<file path="config.mk">
export PLATFORM = sky130hd
export DESIGN_NAME = sram_arbiter_flat
export DESIGN_NICKNAME = d
export VERILOG_FILES = /design/src/rtl/sram_arbiter_if.sv /design/src/rtl/sram_arbiter.sv /design/src/flat_wrapper.sv
export SDC_FILE = /design/constraint.sdc
export NUM_CORES = 1
export LEC_CHECK = 0
export ABC_CLOCK_PERIOD_IN_PS = 1900
export CAP_MARGIN = 25
export CORE_UTILIZATION = 29
export DETAILED_ROUTE_END_ITERATION = 12
export GPL_TIMING_DRIVEN = 0
export HOLD_SLACK_MARGIN = 0.08
export PLACE_DENSITY_LB_ADDON = 0.05
export REMOVE_ABC_BUFFERS = 1
export SYNTH_ARGS = -nofsm -noshare
export SYNTH_HDL_FRONTEND = slang
export SYNTH_SLANG_ARGS = --single-unit
</file>
<file path="constraint.sdc">
create_clock -name clk -period 1.9 [get_ports clk]
set_input_delay 0.57 -clock clk [delete_from_list [all_inputs] [get_ports clk]]
set_output_delay 0.57 -clock clk [all_outputs]
set_load 0.01 [all_outputs]
</file>
<file path="src/rtl/sram_arbiter_if.sv">
// sram_arbiter_if: bundle of every non-clock signal around the sprite SRAM
// arbiter.
//   Port 0 (display, read only): req0, addr0 -> ack0, rvalid0, rdata0
//   Port 1 (game logic, r/w)   : req1, we1, addr1, wdata1 -> ack1, rvalid1, rdata1
//   Clear engine               : clear_start -> clear_busy, clear_done
//   SRAM pins                  : sram_en, sram_we, sram_addr, sram_wdata <- sram_rdata
// The slave modport is the arbiter's view. The master modport is the view of
// the surroundings, meaning the requesters and the SRAM.
interface sram_arbiter_if #(
    parameter int DATA_WIDTH = 8,
    parameter int ADDR_WIDTH = 16
);
    logic                  req0;
    logic [ADDR_WIDTH-1:0] addr0;
    logic                  ack0;
    logic                  rvalid0;
    logic [DATA_WIDTH-1:0] rdata0;

    logic                  req1;
    logic                  we1;
    logic [ADDR_WIDTH-1:0] addr1;
    logic [DATA_WIDTH-1:0] wdata1;
    logic                  ack1;
    logic                  rvalid1;
    logic [DATA_WIDTH-1:0] rdata1;

    logic                  clear_start;
    logic                  clear_busy;
    logic                  clear_done;

    logic                  sram_en;
    logic                  sram_we;
    logic [ADDR_WIDTH-1:0] sram_addr;
    logic [DATA_WIDTH-1:0] sram_wdata;
    logic [DATA_WIDTH-1:0] sram_rdata;

    modport slave (
        input  req0, addr0, req1, we1, addr1, wdata1, clear_start, sram_rdata,
        output ack0, rvalid0, rdata0, ack1, rvalid1, rdata1,
               clear_busy, clear_done, sram_en, sram_we, sram_addr, sram_wdata
    );

    modport master (
        output req0, addr0, req1, we1, addr1, wdata1, clear_start, sram_rdata,
        input  ack0, rvalid0, rdata0, ack1, rvalid1, rdata1,
               clear_busy, clear_done, sram_en, sram_we, sram_addr, sram_wdata
    );
endinterface

</file>
<file path="src/rtl/sram_arbiter.sv">
// sram_arbiter: shares a single-port sprite SRAM that has a 1-cycle registered
// read. Port 0 is the display read path and has priority. Port 1 is the game
// logic read/write path, and it wins contention after STARVE_LIMIT
// consecutive denied cycles. A fill engine writes CLEAR_VAL into cells
// 0..RAM_SIZE-1.
// Ports: clk, rst (async, active high), and bus (sram_arbiter_if.slave).
// Grants and SRAM pins are combinational. Read returns, clear_busy and
// clear_done are registered.
module sram_arbiter #(
    parameter int                    DATA_WIDTH   = 8,
    parameter int                    ADDR_WIDTH   = 16,
    parameter int                    RAM_SIZE     = 65536,
    parameter int                    STARVE_LIMIT = 4,
    parameter logic [DATA_WIDTH-1:0] CLEAR_VAL    = '0
) (
    input  logic             clk,
    input  logic             rst,
    sram_arbiter_if.slave    bus
);
    localparam int                    STARVE_W   = $clog2(STARVE_LIMIT + 1);
    localparam logic [STARVE_W-1:0]   STARVE_MAX = STARVE_W'(STARVE_LIMIT);
    localparam logic [ADDR_WIDTH-1:0] LAST_ADDR  = ADDR_WIDTH'(RAM_SIZE - 1);

    typedef enum logic [0:0] {
        ST_IDLE  = 1'b0,
        ST_CLEAR = 1'b1
    } state_t;

    state_t                state_r;
    state_t                state_nxt_s;
    logic [ADDR_WIDTH-1:0] clr_addr_r;
    logic [STARVE_W-1:0]   starve_cnt_r;
    logic                  clear_done_r;
    logic                  rd0_p1_r;
    logic                  rd1_p1_r;
    logic                  rvalid0_r;
    logic                  rvalid1_r;
    logic [DATA_WIDTH-1:0] rdata0_r;
    logic [DATA_WIDTH-1:0] rdata1_r;

    logic                  grant0_s;
    logic                  grant1_s;
    logic                  in_clear_s;
    logic                  clr_last_s;
    logic                  sram_en_s;
    logic                  sram_we_s;
    logic [ADDR_WIDTH-1:0] sram_addr_s;
    logic [DATA_WIDTH-1:0] sram_wdata_s;

    // Decoded views of the current state. Reset gates them so the SRAM pins fall at once.
    assign in_clear_s = (state_r == ST_CLEAR) && !rst;
    assign clr_last_s = (clr_addr_r == LAST_ADDR);

    // Arbitration. Port 0 wins ties unless port 1 has been denied STARVE_LIMIT times in a row.
    always_comb begin
        grant0_s = 1'b0;
        grant1_s = 1'b0;
        if (rst || (state_r == ST_CLEAR)) begin
            grant0_s = 1'b0;
            grant1_s = 1'b0;
        end else if (bus.req0 && bus.req1) begin
            if (starve_cnt_r == STARVE_MAX) begin
                grant1_s = 1'b1;
            end else begin
                grant0_s = 1'b1;
            end
        end else begin
            grant0_s = bus.req0;
            grant1_s = bus.req1;
        end
    end

    // Next-state logic. clear_start is only honoured from IDLE.
    always_comb begin
        state_nxt_s = state_r;
        case (state_r)
            ST_IDLE: begin
                if (bus.clear_start) begin
                    state_nxt_s = ST_CLEAR;
                end else begin
                    state_nxt_s = ST_IDLE;
                end
            end
            ST_CLEAR: begin
                if (clr_last_s) begin
                    state_nxt_s = ST_IDLE;
                end else begin
                    state_nxt_s = ST_CLEAR;
                end
            end
            default: state_nxt_s = ST_IDLE;
        endcase
    end

    // SRAM pin mux. The clear writes, then port 1, then port 0 (port 0 only ever reads).
    always_comb begin
        sram_en_s    = 1'b0;
        sram_we_s    = 1'b0;
        sram_addr_s  = '0;
        sram_wdata_s = '0;
        if (in_clear_s) begin
            sram_en_s    = 1'b1;
            sram_we_s    = 1'b1;
            sram_addr_s  = clr_addr_r;
            sram_wdata_s = CLEAR_VAL;
        end else if (grant1_s) begin
            sram_en_s    = 1'b1;
            sram_we_s    = bus.we1;
            sram_addr_s  = bus.addr1;
            sram_wdata_s = bus.wdata1;
        end else if (grant0_s) begin
            sram_en_s    = 1'b1;
            sram_addr_s  = bus.addr0;
        end else begin
            sram_en_s    = 1'b0;
        end
    end

    // State register, clear address walker and the completion pulse.
    always_ff @(posedge clk or posedge rst) begin
        if (rst) begin
            state_r      <= ST_IDLE;
            clr_addr_r   <= '0;
            clear_done_r <= 1'b0;
        end else begin
            state_r      <= state_nxt_s;
            clear_done_r <= (state_r == ST_CLEAR) && clr_last_s;
            if ((state_r == ST_CLEAR) && !clr_last_s) begin
                clr_addr_r <= clr_addr_r + ADDR_WIDTH'(1);
            end else begin
                clr_addr_r <= '0;
            end
        end
    end

    // Saturating count of consecutive cycles in which port 1 asked and was refused.
    always_ff @(posedge clk or posedge rst) begin
        if (rst) begin
            starve_cnt_r <= '0;
        end else if (bus.req1 && !grant1_s) begin
            if (starve_cnt_r != STARVE_MAX) begin
                starve_cnt_r <= starve_cnt_r + STARVE_W'(1);
            end else begin
                starve_cnt_r <= starve_cnt_r;
            end
        end else begin
            starve_cnt_r <= '0;
        end
    end

    // Read tag pipeline. A tag issued in N sees the SRAM data in N+1 and presents it in N+2.
    always_ff @(posedge clk or posedge rst) begin
        if (rst) begin
            rd0_p1_r  <= 1'b0;
            rd1_p1_r  <= 1'b0;
            rvalid0_r <= 1'b0;
            rvalid1_r <= 1'b0;
            rdata0_r  <= '0;
            rdata1_r  <= '0;
        end else begin
            rd0_p1_r  <= grant0_s;
            rd1_p1_r  <= grant1_s && !bus.we1;
            rvalid0_r <= rd0_p1_r;
            rvalid1_r <= rd1_p1_r;
            if (rd0_p1_r) begin
                rdata0_r <= bus.sram_rdata;
            end else begin
                rdata0_r <= rdata0_r;
            end
            if (rd1_p1_r) begin
                rdata1_r <= bus.sram_rdata;
            end else begin
                rdata1_r <= rdata1_r;
            end
        end
    end

    assign bus.ack0       = grant0_s;
    assign bus.ack1       = grant1_s;
    assign bus.rvalid0    = rvalid0_r;
    assign bus.rvalid1    = rvalid1_r;
    assign bus.rdata0     = rdata0_r;
    assign bus.rdata1     = rdata1_r;
    assign bus.clear_busy = (state_r == ST_CLEAR);
    assign bus.clear_done = clear_done_r;
    assign bus.sram_en    = sram_en_s;
    assign bus.sram_we    = sram_we_s;
    assign bus.sram_addr  = sram_addr_s;
    assign bus.sram_wdata = sram_wdata_s;
endmodule

</file>
<file path="src/flat_wrapper.sv">
// flat-port wrapper written by rule: the top's interface ports become plain ports
module sram_arbiter_flat 
#(
    parameter int                    DATA_WIDTH   = 8,
    parameter int                    ADDR_WIDTH   = 16,
    parameter int                    RAM_SIZE     = 65536,
    parameter int                    STARVE_LIMIT = 4,
    parameter logic [DATA_WIDTH-1:0] CLEAR_VAL    = '0
)
  (clk, rst, bus_req0, bus_addr0, bus_req1, bus_we1, bus_addr1, bus_wdata1, bus_clear_start, bus_sram_rdata, bus_ack0, bus_rvalid0, bus_rdata0, bus_ack1, bus_rvalid1, bus_rdata1, bus_clear_busy, bus_clear_done, bus_sram_en, bus_sram_we, bus_sram_addr, bus_sram_wdata);
  sram_arbiter_if #(.DATA_WIDTH(DATA_WIDTH), .ADDR_WIDTH(ADDR_WIDTH)) bus_i ();
  input  logic clk;
  input  logic rst;
  input wire logic [$bits(bus_i.req0)-1:0] bus_req0;
  input wire logic [$bits(bus_i.addr0)-1:0] bus_addr0;
  input wire logic [$bits(bus_i.req1)-1:0] bus_req1;
  input wire logic [$bits(bus_i.we1)-1:0] bus_we1;
  input wire logic [$bits(bus_i.addr1)-1:0] bus_addr1;
  input wire logic [$bits(bus_i.wdata1)-1:0] bus_wdata1;
  input wire logic [$bits(bus_i.clear_start)-1:0] bus_clear_start;
  input wire logic [$bits(bus_i.sram_rdata)-1:0] bus_sram_rdata;
  output wire logic [$bits(bus_i.ack0)-1:0] bus_ack0;
  output wire logic [$bits(bus_i.rvalid0)-1:0] bus_rvalid0;
  output wire logic [$bits(bus_i.rdata0)-1:0] bus_rdata0;
  output wire logic [$bits(bus_i.ack1)-1:0] bus_ack1;
  output wire logic [$bits(bus_i.rvalid1)-1:0] bus_rvalid1;
  output wire logic [$bits(bus_i.rdata1)-1:0] bus_rdata1;
  output wire logic [$bits(bus_i.clear_busy)-1:0] bus_clear_busy;
  output wire logic [$bits(bus_i.clear_done)-1:0] bus_clear_done;
  output wire logic [$bits(bus_i.sram_en)-1:0] bus_sram_en;
  output wire logic [$bits(bus_i.sram_we)-1:0] bus_sram_we;
  output wire logic [$bits(bus_i.sram_addr)-1:0] bus_sram_addr;
  output wire logic [$bits(bus_i.sram_wdata)-1:0] bus_sram_wdata;
  assign bus_i.req0 = bus_req0;
  assign bus_i.addr0 = bus_addr0;
  assign bus_i.req1 = bus_req1;
  assign bus_i.we1 = bus_we1;
  assign bus_i.addr1 = bus_addr1;
  assign bus_i.wdata1 = bus_wdata1;
  assign bus_i.clear_start = bus_clear_start;
  assign bus_i.sram_rdata = bus_sram_rdata;
  assign bus_ack0 = bus_i.ack0;
  assign bus_rvalid0 = bus_i.rvalid0;
  assign bus_rdata0 = bus_i.rdata0;
  assign bus_ack1 = bus_i.ack1;
  assign bus_rvalid1 = bus_i.rvalid1;
  assign bus_rdata1 = bus_i.rdata1;
  assign bus_clear_busy = bus_i.clear_busy;
  assign bus_clear_done = bus_i.clear_done;
  assign bus_sram_en = bus_i.sram_en;
  assign bus_sram_we = bus_i.sram_we;
  assign bus_sram_addr = bus_i.sram_addr;
  assign bus_sram_wdata = bus_i.sram_wdata;
  sram_arbiter #(.DATA_WIDTH(DATA_WIDTH), .ADDR_WIDTH(ADDR_WIDTH), .RAM_SIZE(RAM_SIZE), .STARVE_LIMIT(STARVE_LIMIT), .CLEAR_VAL(CLEAR_VAL)) u_core (.clk(clk), .rst(rst), .bus(bus_i));
endmodule
</file>
# Word-level counts from Yosys, hierarchy flattened
# Index checks and enable logic that the tools add are counted.
# word_totals
register_bits,41
input_bits,54
out_inout_bits,48
wordCells,50
# classes
addsub,2
eq_ne,4
muxes,22
n_bitwise,1
n_reduce_logical,11
# op_table
cell,count
16-bit 2-to-1 mux,4
16-bit by 1-bit adder with 16-bit output (second input constant),1
16-bit equality test (second input constant),1
8-bit 2-to-1 mux,2
1-bit 2-to-1 mux,13
1-bit logical AND,6
3-bit 2-to-1 mux,2
1-bit logical NOT,4
3-bit by 1-bit adder with 3-bit output (second input constant),1
3-bit equality test (second input constant),1
3-bit != test (second input constant),1
2-bit != test (second input constant),1
1-bit one-hot mux with 2 select lines,1
1-bit logical OR,1
1-bit NOT,1

# Depth between registers and ports, before layout
# Gate-level depths: netlist of run 1.
# logic_depth
ltp_word,7
mapped_depth,8
mapped_depth_nobuf,6

# Worst setup path after synthesis of run 1
# Ideal clock, no wire load.
# synth_timing
path_type,flip-flop to output port
startpoint,register u_core.starve_cnt_r[0]
endpoint,output port bus_sram_wdata[0]
arrival_ps,1580
required_ps,1330
path_slack_ps,-250
path_stages_with_launch,7
n_path_buf,1
cell_sequence,dfrtp_1 -> inv_1 -> ha_1 -> nand2_1 -> a2111oi_4 -> clkbuf_1 -> and2_1
# synth_between
elab_chain_cells,6
# synth_lines
element,line_no,text
start: declaration,sram_arbiter.sv:32,logic [STARVE_W-1:0] starve_cnt_r;
start signal: assignment,sram_arbiter.sv:142,starve_cnt_r <= starve_cnt_r + STARVE_W'(1);
start signal: assignment,sram_arbiter.sv:144,starve_cnt_r <= starve_cnt_r;
3-bit equality test,sram_arbiter.sv:62,if (starve_cnt_r == STARVE_MAX) begin
1-bit 2-to-1 mux,sram_arbiter.sv:62,
1-bit 2-to-1 mux,sram_arbiter.sv:61,end else if (bus.req0 && bus.req1) begin
1-bit 2-to-1 mux,sram_arbiter.sv:58,if (rst || (state_r == ST_CLEAR)) begin
via bus_ack1,flat_wrapper.sv:25,output wire logic [$bits(bus_i.ack1)-1:0] bus_ack1;
8-bit 2-to-1 mux,sram_arbiter.sv:106,end else if (grant1_s) begin
8-bit 2-to-1 mux,sram_arbiter.sv:101,if (in_clear_s) begin
end: declaration,flat_wrapper.sv:33,output wire logic [$bits(bus_i.sram_wdata)-1:0] bus_sram_wdata;
# The timed path passes the listed nets, and every way through them passes these cells.

# Worst setup path in the final report of run 1
# layout_timing
startpoint,input port rst
endpoint,output port bus_ack0
# layout_between
elab_chain_cells,2
# layout_lines
element,line_no,text
start: declaration,flat_wrapper.sv:13,input logic rst;
1-bit logical OR,sram_arbiter.sv:58,
1-bit 2-to-1 mux,sram_arbiter.sv:58,
end: declaration,flat_wrapper.sv:22,output wire logic [$bits(bus_i.ack0)-1:0] bus_ack0;
# Every way passes these cells.

==> impl_metrics.ini, run 1 <==
[setup_path]
path_buf_inv = 2
crit_chain = dlygate4sd2_1 > nor2_2 > and3_4 > clkdlybuf4s50_1
arrival_ns = 2.08
rr_startpoint = u_core.starve_cnt_r[0]$_DFFE_PP0P_
critPathMaxFanout = 9
ff2ff_path_depth = 10
crit_slowest_cell = clkdlybuf4s50_1
cp-end-kind = output port
crit_family = buffers and inverters
max_stage_delay_ns = 0.56
critical_path_class = primary input to output port
reg2reg_slack_ns = 0.11
crit_required_ns = 1.33
startpoint_type = primary input
reg2reg_to = u_core.starve_cnt_r[0]$_DFFE_PP0P_

[final_layout]
fin_nets = 372
antenna_cells = 0
drive_gt1_frac = 0.323
area_growth_pct = 69.5

[power]
power_per_cell_area_mw_per_mm2 = 671
p_total_w = 0.00239
power.leakage_nw = 1.73
ir_drop_mv = 0.392

[floorplan]
design.core.area_mm2 = 0.00691
die_w_um = 87.1
start_util = 0.304
rows = 30
ioPinCount = 102
die_h_um = 87.1
dieArea_mm2 = 0.00759

[routing]
post_drt_via_cell_ratio = 4.78
drt-total-wl_um = 6100
wl_per_cell_um = 14.8
dr.pass1.iters = 7
antenna_left = 0
route.detailed.drc = 0
drtIter0Drc = 98
via_count = 1969

[run_status]
violations = setup timing
outcome = finished with violations

[global_route]
grt_pass1_wl_um = 9730
grtUsageTotal = 0.170
grt_pass1_vias = 1970
antenna_found_initial = 0
grt_overflow_total = 0
grt_max_degree = 41

[sta]
fin_crit_ns = 2.65
fin_ws_ns = -0.748
finalCritPeriodShare = 1.39
fmax_ghz = 0.378
finalHoldViolCount = 0
max_slew_margin = 0.691
drv_slew = 0
hold_slack_ns = 0.396
tightest_slew_ns = 0.462
rsz0062_at_grt = yes
finalClockSkew_ns = 0.00405
setup_viol = 28

[yosys]
synth-edff-count = 0
synth-seq-cells = 41
netlist_instances = 192
synth_area_leaders = dfrtp_1 (49%), mux2_2 (8.6%), a222oi_1 (7.6%)
synth.distinct_cells = 31
yosys.area.top_type_share = 0.488
ys.flop_type = dfrtp_1
async_flop_share = 1.00
ys_warn_count = 0
ys_seq_area_frac = 0.488
synth_area_mm2 = 0.00210
netlist.top_cell.by_area = dfrtp_1
syn_avg_cell_area_um2 = 10.9

[run]
maxCapViolCount = 0

[clock_network]
cts.sinks = 41
clkLatencyLatePin_ns = 0.29
htreeDepth = 2
cts_tree = yes
hold_buffers = 0
cts_root_buffer = clkbuf_8
clk_pin_slew_ns = 0.08
max-clock-path-buffers = 2
numCtsBuffers = 5

[placed_design]
gp_congestion = 0.703
dp_hpwl_um = 3850
port_buffers = 101

[worst_hold_path]
hold_class = primary input to async pin
==> worst max path at each step <==
| stage | endpoint | from | slack, ns | cells past startpoint |
|---|---|---|---|---|
| 4_1_cts | bus_sram_addr[7] | u_core.starve_cnt_r[1]$_DFFE_PP0P_ | -0.75 | 11 |
| 3_3_place_gp | bus_sram_addr[14] | bus_req1 | -2.13 | 6 |
| 5_1_grt | bus_sram_addr[7] | u_core.starve_cnt_r[0]$_DFFE_PP0P_ | -0.81 | 11 |
| 2_1_floorplan | bus_sram_addr[0] | u_core.starve_cnt_r[0]$_DFFE_PP0P_ | -0.73 | 6 |
| 3_5_place_dp | bus_sram_addr[14] | bus_req1 | -1.71 | 7 |
| 6_report | bus_ack0 | rst | -0.75 | 4 |
==> routing by layer <==
metal,global-route usage,routed length (um),vias up
li1,-,-,935
met5,0,0,-
met1,0.195,2460,959
met4,0.0566,67,0
met3,0.0379,310,7
met2,0.311,3260,68
==> power breakdown <==
part | internal (W) | total, W | leakage (nW) | switching, W
registers | 0.000973 | 0.00108 | 0.540 | 0.000108
logic | 0.000311 | 0.000570 | 1.13 | 0.000259
clock network | 0.000427 | 0.000741 | 0.0574 | 0.000313
==> Yosys cell counts, types with 2 or more instances <==
master	number
clkbuf_1	4
nand2_1	5
o21ai_0	5
a222oi_1	16
nand3b_1	2
buf_2	3
and3_1	2
inv_1	22
and2_1	10
a21oi_1	3
nand4_1	4
a21o_1	2
nor2_1	17
or3_1	4
nor4_1	2
dfrtp_1	41
mux2_2	16
nand3_1	7
ha_1	3
xor2_1	10
buf_6	4
==> cells by family after synthesis <==
family / count (synthesis) / synth area share
xor+xnor: 11 / 0.0458
compound gates: 28 / 0.126
flops: 41 / 0.488
simple gates: 60 / 0.162
buf+inv: 33 / 0.0750
mux: 16 / 0.0857
fa+ha+maj: 3 / 0.0179
==> metrics by stage <==
stage	cells	area, um^2	setup TNS (ns)	utilization	setup WS, ns
5_1_grt	412	3560	-19.38	0.516	-0.808
4_1_cts	411	3510	-18.51	0.508	-0.751
6_report	412	3560	-16.67	0.516	-0.748
3_5_place_dp	380	3190	-47.12	0.462	-1.71
2_1_floorplan	181	2030	-18.42	-	-0.729
3_3_place_gp	378	3160	-89.94	0.457	-2.13
==> flip-flops by register name, indices dropped and copies added (netlist names) <==
register	flops
u_core.rd1_p1_r	1
u_core.rd0_p1_r	1
u_core.bus.rdata1	8
u_core.clr_addr_r	16
u_core.bus.rvalid1	1
u_core.bus.clear_done	1
u_core.starve_cnt_r	3
u_core.bus.rvalid0	1
u_core.bus.rdata0	8
u_core.bus.clear_busy	1
==> cell usage in the layout, fill, tap and decap left out, types with 4 or more instances in the layout <==
| cell | n |
|---|---|
| a222oi_1 | 16 |
| and2_4 | 7 |
| buf_12 | 4 |
| buf_2 | 15 |
| buf_4 | 12 |
| buf_6 | 20 |
| clkbuf_8 | 6 |
| clkdlybuf4s50_1 | 70 |
| dfrtp_1 | 40 |
| inv_1 | 18 |
| inv_2 | 4 |
| mux2_2 | 16 |
| nand2_1 | 4 |
| nand3_1 | 6 |
| nand4_1 | 4 |
| nor2_1 | 16 |
| o21ai_0 | 4 |
| or3_1 | 4 |
| xor2_1 | 10 |
==> layout make-up <==
cell class	count	area, um^2
fill	671	3340
timing repair buffer	125	1200
sequential	41	1030
multi-input combinational	120	1010
tap	96	120
clock buffer	6	82.6
inverter	22	82.6
clock inverter	2	37.5
==> timing repair <==
item / 4_1_cts / 5_1_grt
pin swaps: 18 / 9
setup endpoints to repair: 33 / 45
setup buffers: 21 / 4
gates resized for setup: 151 / 15
gates cloned: 4 / 0
No activity file was read; power rests on OpenSTA's default activity.
==> inputs of run 2 (changes only) <==
--- a/config.mk
+++ b/config.mk
@@ -7,7 +7,7 @@
 export LEC_CHECK = 0
 export ABC_CLOCK_PERIOD_IN_PS = 1900
 export CAP_MARGIN = 25
-export CORE_UTILIZATION = 29
+export CORE_UTILIZATION = 37
 export DETAILED_ROUTE_END_ITERATION = 12
 export GPL_TIMING_DRIVEN = 0
 export HOLD_SLACK_MARGIN = 0.08
==> run 2 against run 1 <==
The run still ends with setup timing left. Die area decreased by 21%. Register-to-register slack got worse by 0.09 ns. Setup slack improved by 0.15 ns. Sequential share of layout area increased by 1.1 points. Cell count decreased by 7.5%. Fmax increased by 6.0%. Critical path type unchanged. Routed wire length decreased by 8.4%. Clock skew decreased by 0.0017 ns. Utilization increased by 11 points. Via count decreased by 3.0%.
==> impl_metrics.ini, run 2 (synthesized netlist as in run 1, its figures left out) <==
[sta]
fin_crit_ns = 2.50
finalHoldViolCount = 0
finalCritPeriodShare = 1.31
setup_viol = 28
finalClockSkew_ns = 0.00235
fmax_ghz = 0.400
tightest_slew_ns = 0.821
max_slew_margin = 0.452
drv_slew = 0
fin_ws_ns = -0.597
rsz0062_at_grt = yes

[routing]
via_count = 1910
drtIter0Drc = 104
antenna_left = 0
route.detailed.drc = 0
dr.pass1.iters = 5
drt-total-wl_um = 5580
wl_per_cell_um = 14.7
post_drt_via_cell_ratio = 5.01

[placed_design]
gp_congestion = 0.726
placed_cell_area_mm2 = 0.00315
dp_hpwl_um = 3630
port_buffers = 101

[global_route]
grt_max_degree = 42
grt_overflow_total = 0
antenna_found_initial = 0
grtUsageTotal = 0.199
grt_pass1_vias = 1823
grt_pass1_wl_um = 9220

[power]
power.leakage_nw = 1.68
ir_drop_mv = 0.388
power_per_cell_area_mw_per_mm2 = 638

[worst_hold_path]
hold_class = register to register

[setup_path]
cp-end-kind = output port
max_stage_delay_ns = 0.42
crit_chain = clkdlybuf4s15_1 > a2111oi_4 > buf_6 > buf_6 > a222oi_1 > inv_1 > buf_2
cp_common_cell = buf_6
crit_slowest_cell = a2111oi_4
critPathMaxFanout = 5
crit_required_ns = 1.33
critical_path_class = primary input to output port
startpoint_type = primary input
arrival_ns = 1.93

[floorplan]
die_h_um = 77.4
dieArea_mm2 = 0.00599
start_util = 0.382
rows = 27
die_w_um = 77.4
ioPinCount = 102
design.core.area_mm2 = 0.00551

[clock_network]
cts_root_buffer = clkbuf_8
clkLatencyLatePin_ns = 0.29
clk_pin_slew_ns = 0.08
cts_tree = yes
max-clock-path-buffers = 2
cts.sinks = 41
hold_buffers = 0
numCtsBuffers = 5
htreeDepth = 2

[final_layout]
fin_util = 0.623
fin_nets = 365
drive_gt1_frac = 0.307
largest_reg_flops = 16
regMostFlops = u_core.clr_addr_r
area_growth_pct = 63.2
final_common_cell = clkdlybuf4s50_1
final_cell_mix = clkdlybuf4s50_1 (69), dfrtp_1 (40), buf_6 (21)
final_area_mm2 = 0.00343
antenna_cells = 0

[run]
maxCapViolCount = 0

[run_status]
violations = setup timing
outcome = finished with violations
[run 2: changes by cell type in the layout (fill, tap and decap cells not counted), sizes merged]
| cell | previous run | this run |
|---|---|---|
| dlymetal6s2s | 0 | 1 |
| buf | 51 | 45 |
| clkbuf | 7 | 5 |
| dlygate4sd2 | 3 | 1 |
| clkdlybuf4s50 | 70 | 69 |
| clkinv | 0 | 2 |
| clkdlybuf4s15 | 0 | 2 |
| bufinv | 1 | 0 |
[run 2: area by class of cell]
type / count / area, um^2
flip-flops and latches: 41 / 1030
fillers: 442 / 2080
clock buffers: 5 / 68.8
multi-input cells: 120 / 1010
clock inverters: 3 / 17.5
inverters: 22 / 82.6
well taps: 72 / 90.1
repair buffers: 118 / 1130
[run 2: what timing repair did]
| action | 4_1_cts | 5_1_grt |
|---|---|---|
| cloned | 4 | 0 |
| hold endpoints to repair | 0 | 0 |
| setup endpoints to repair | 32 | 43 |
| buffers inserted | 15 | 3 |
| pin swaps | 16 | 18 |
| gates resized for setup | 141 | 25 |
[run 2: per-layer routing]
metal  global-route usage  part of all wire  up-vias
met5                    0                 0        -
met4               0.0774             0.017        0
met3               0.0365             0.040        9
met2                0.330              0.50       57
met1                0.258              0.44      926
li1                     -                 -      918
[run 2: through the flow]
stage                     total power, W  hold slack, ns  worst slack, ns  cells  setup TNS [ns]
after floorplan                  0.00135           0.447           -0.729    181          -18.42
after CTS                        0.00219           0.492           -0.706    382          -17.47
final                            0.00219           0.487           -0.597    381          -14.73
after global placement           0.00165           0.483            -2.12    354          -85.66
after global routing             0.00233           0.495           -0.722    381          -17.46
after detailed placement         0.00165           0.482            -1.52    356          -39.61
[run 2: power breakdown]
part,leakage (nW),switching (W),internal [W],total (W)
logic,1.10,0.000249,0.000310,0.000560
clock network,0.0439,0.000297,0.000253,0.000550
registers,0.540,0.000106,0.000973,0.00108
total,1.68,0.000652,0.00154,0.00219
[run 2: path summary, 6_finish.rpt]
kind	from	end	slack (ns)	cells after the start
min in group asynchronous	rst	u_core.starve_cnt_r[0]$_DFFE_PP0P_	0.76	2
max in group asynchronous	rst	u_core.bus.clear_busy$_DFF_PP0_	0.57	2
hold / removal	u_core.clr_addr_r[0]$_DFF_PP0_	u_core.clr_addr_r[0]$_DFF_PP0_	0.49	1
setup / recovery	rst	bus_sram_addr[14]	-0.60	7
setup reg to reg	u_core.starve_cnt_r[0]$_DFFE_PP0P_	u_core.starve_cnt_r[0]$_DFFE_PP0P_	0.02	11
hold reg to reg	u_core.clr_addr_r[0]$_DFF_PP0_	u_core.clr_addr_r[0]$_DFF_PP0_	0.49	1
[run 2: critical path: cells and delay by family]
kind	cells	cell delay [ns]
buffers and inverters	5	0.84
AOI/OAI and AO/OA	2	0.51
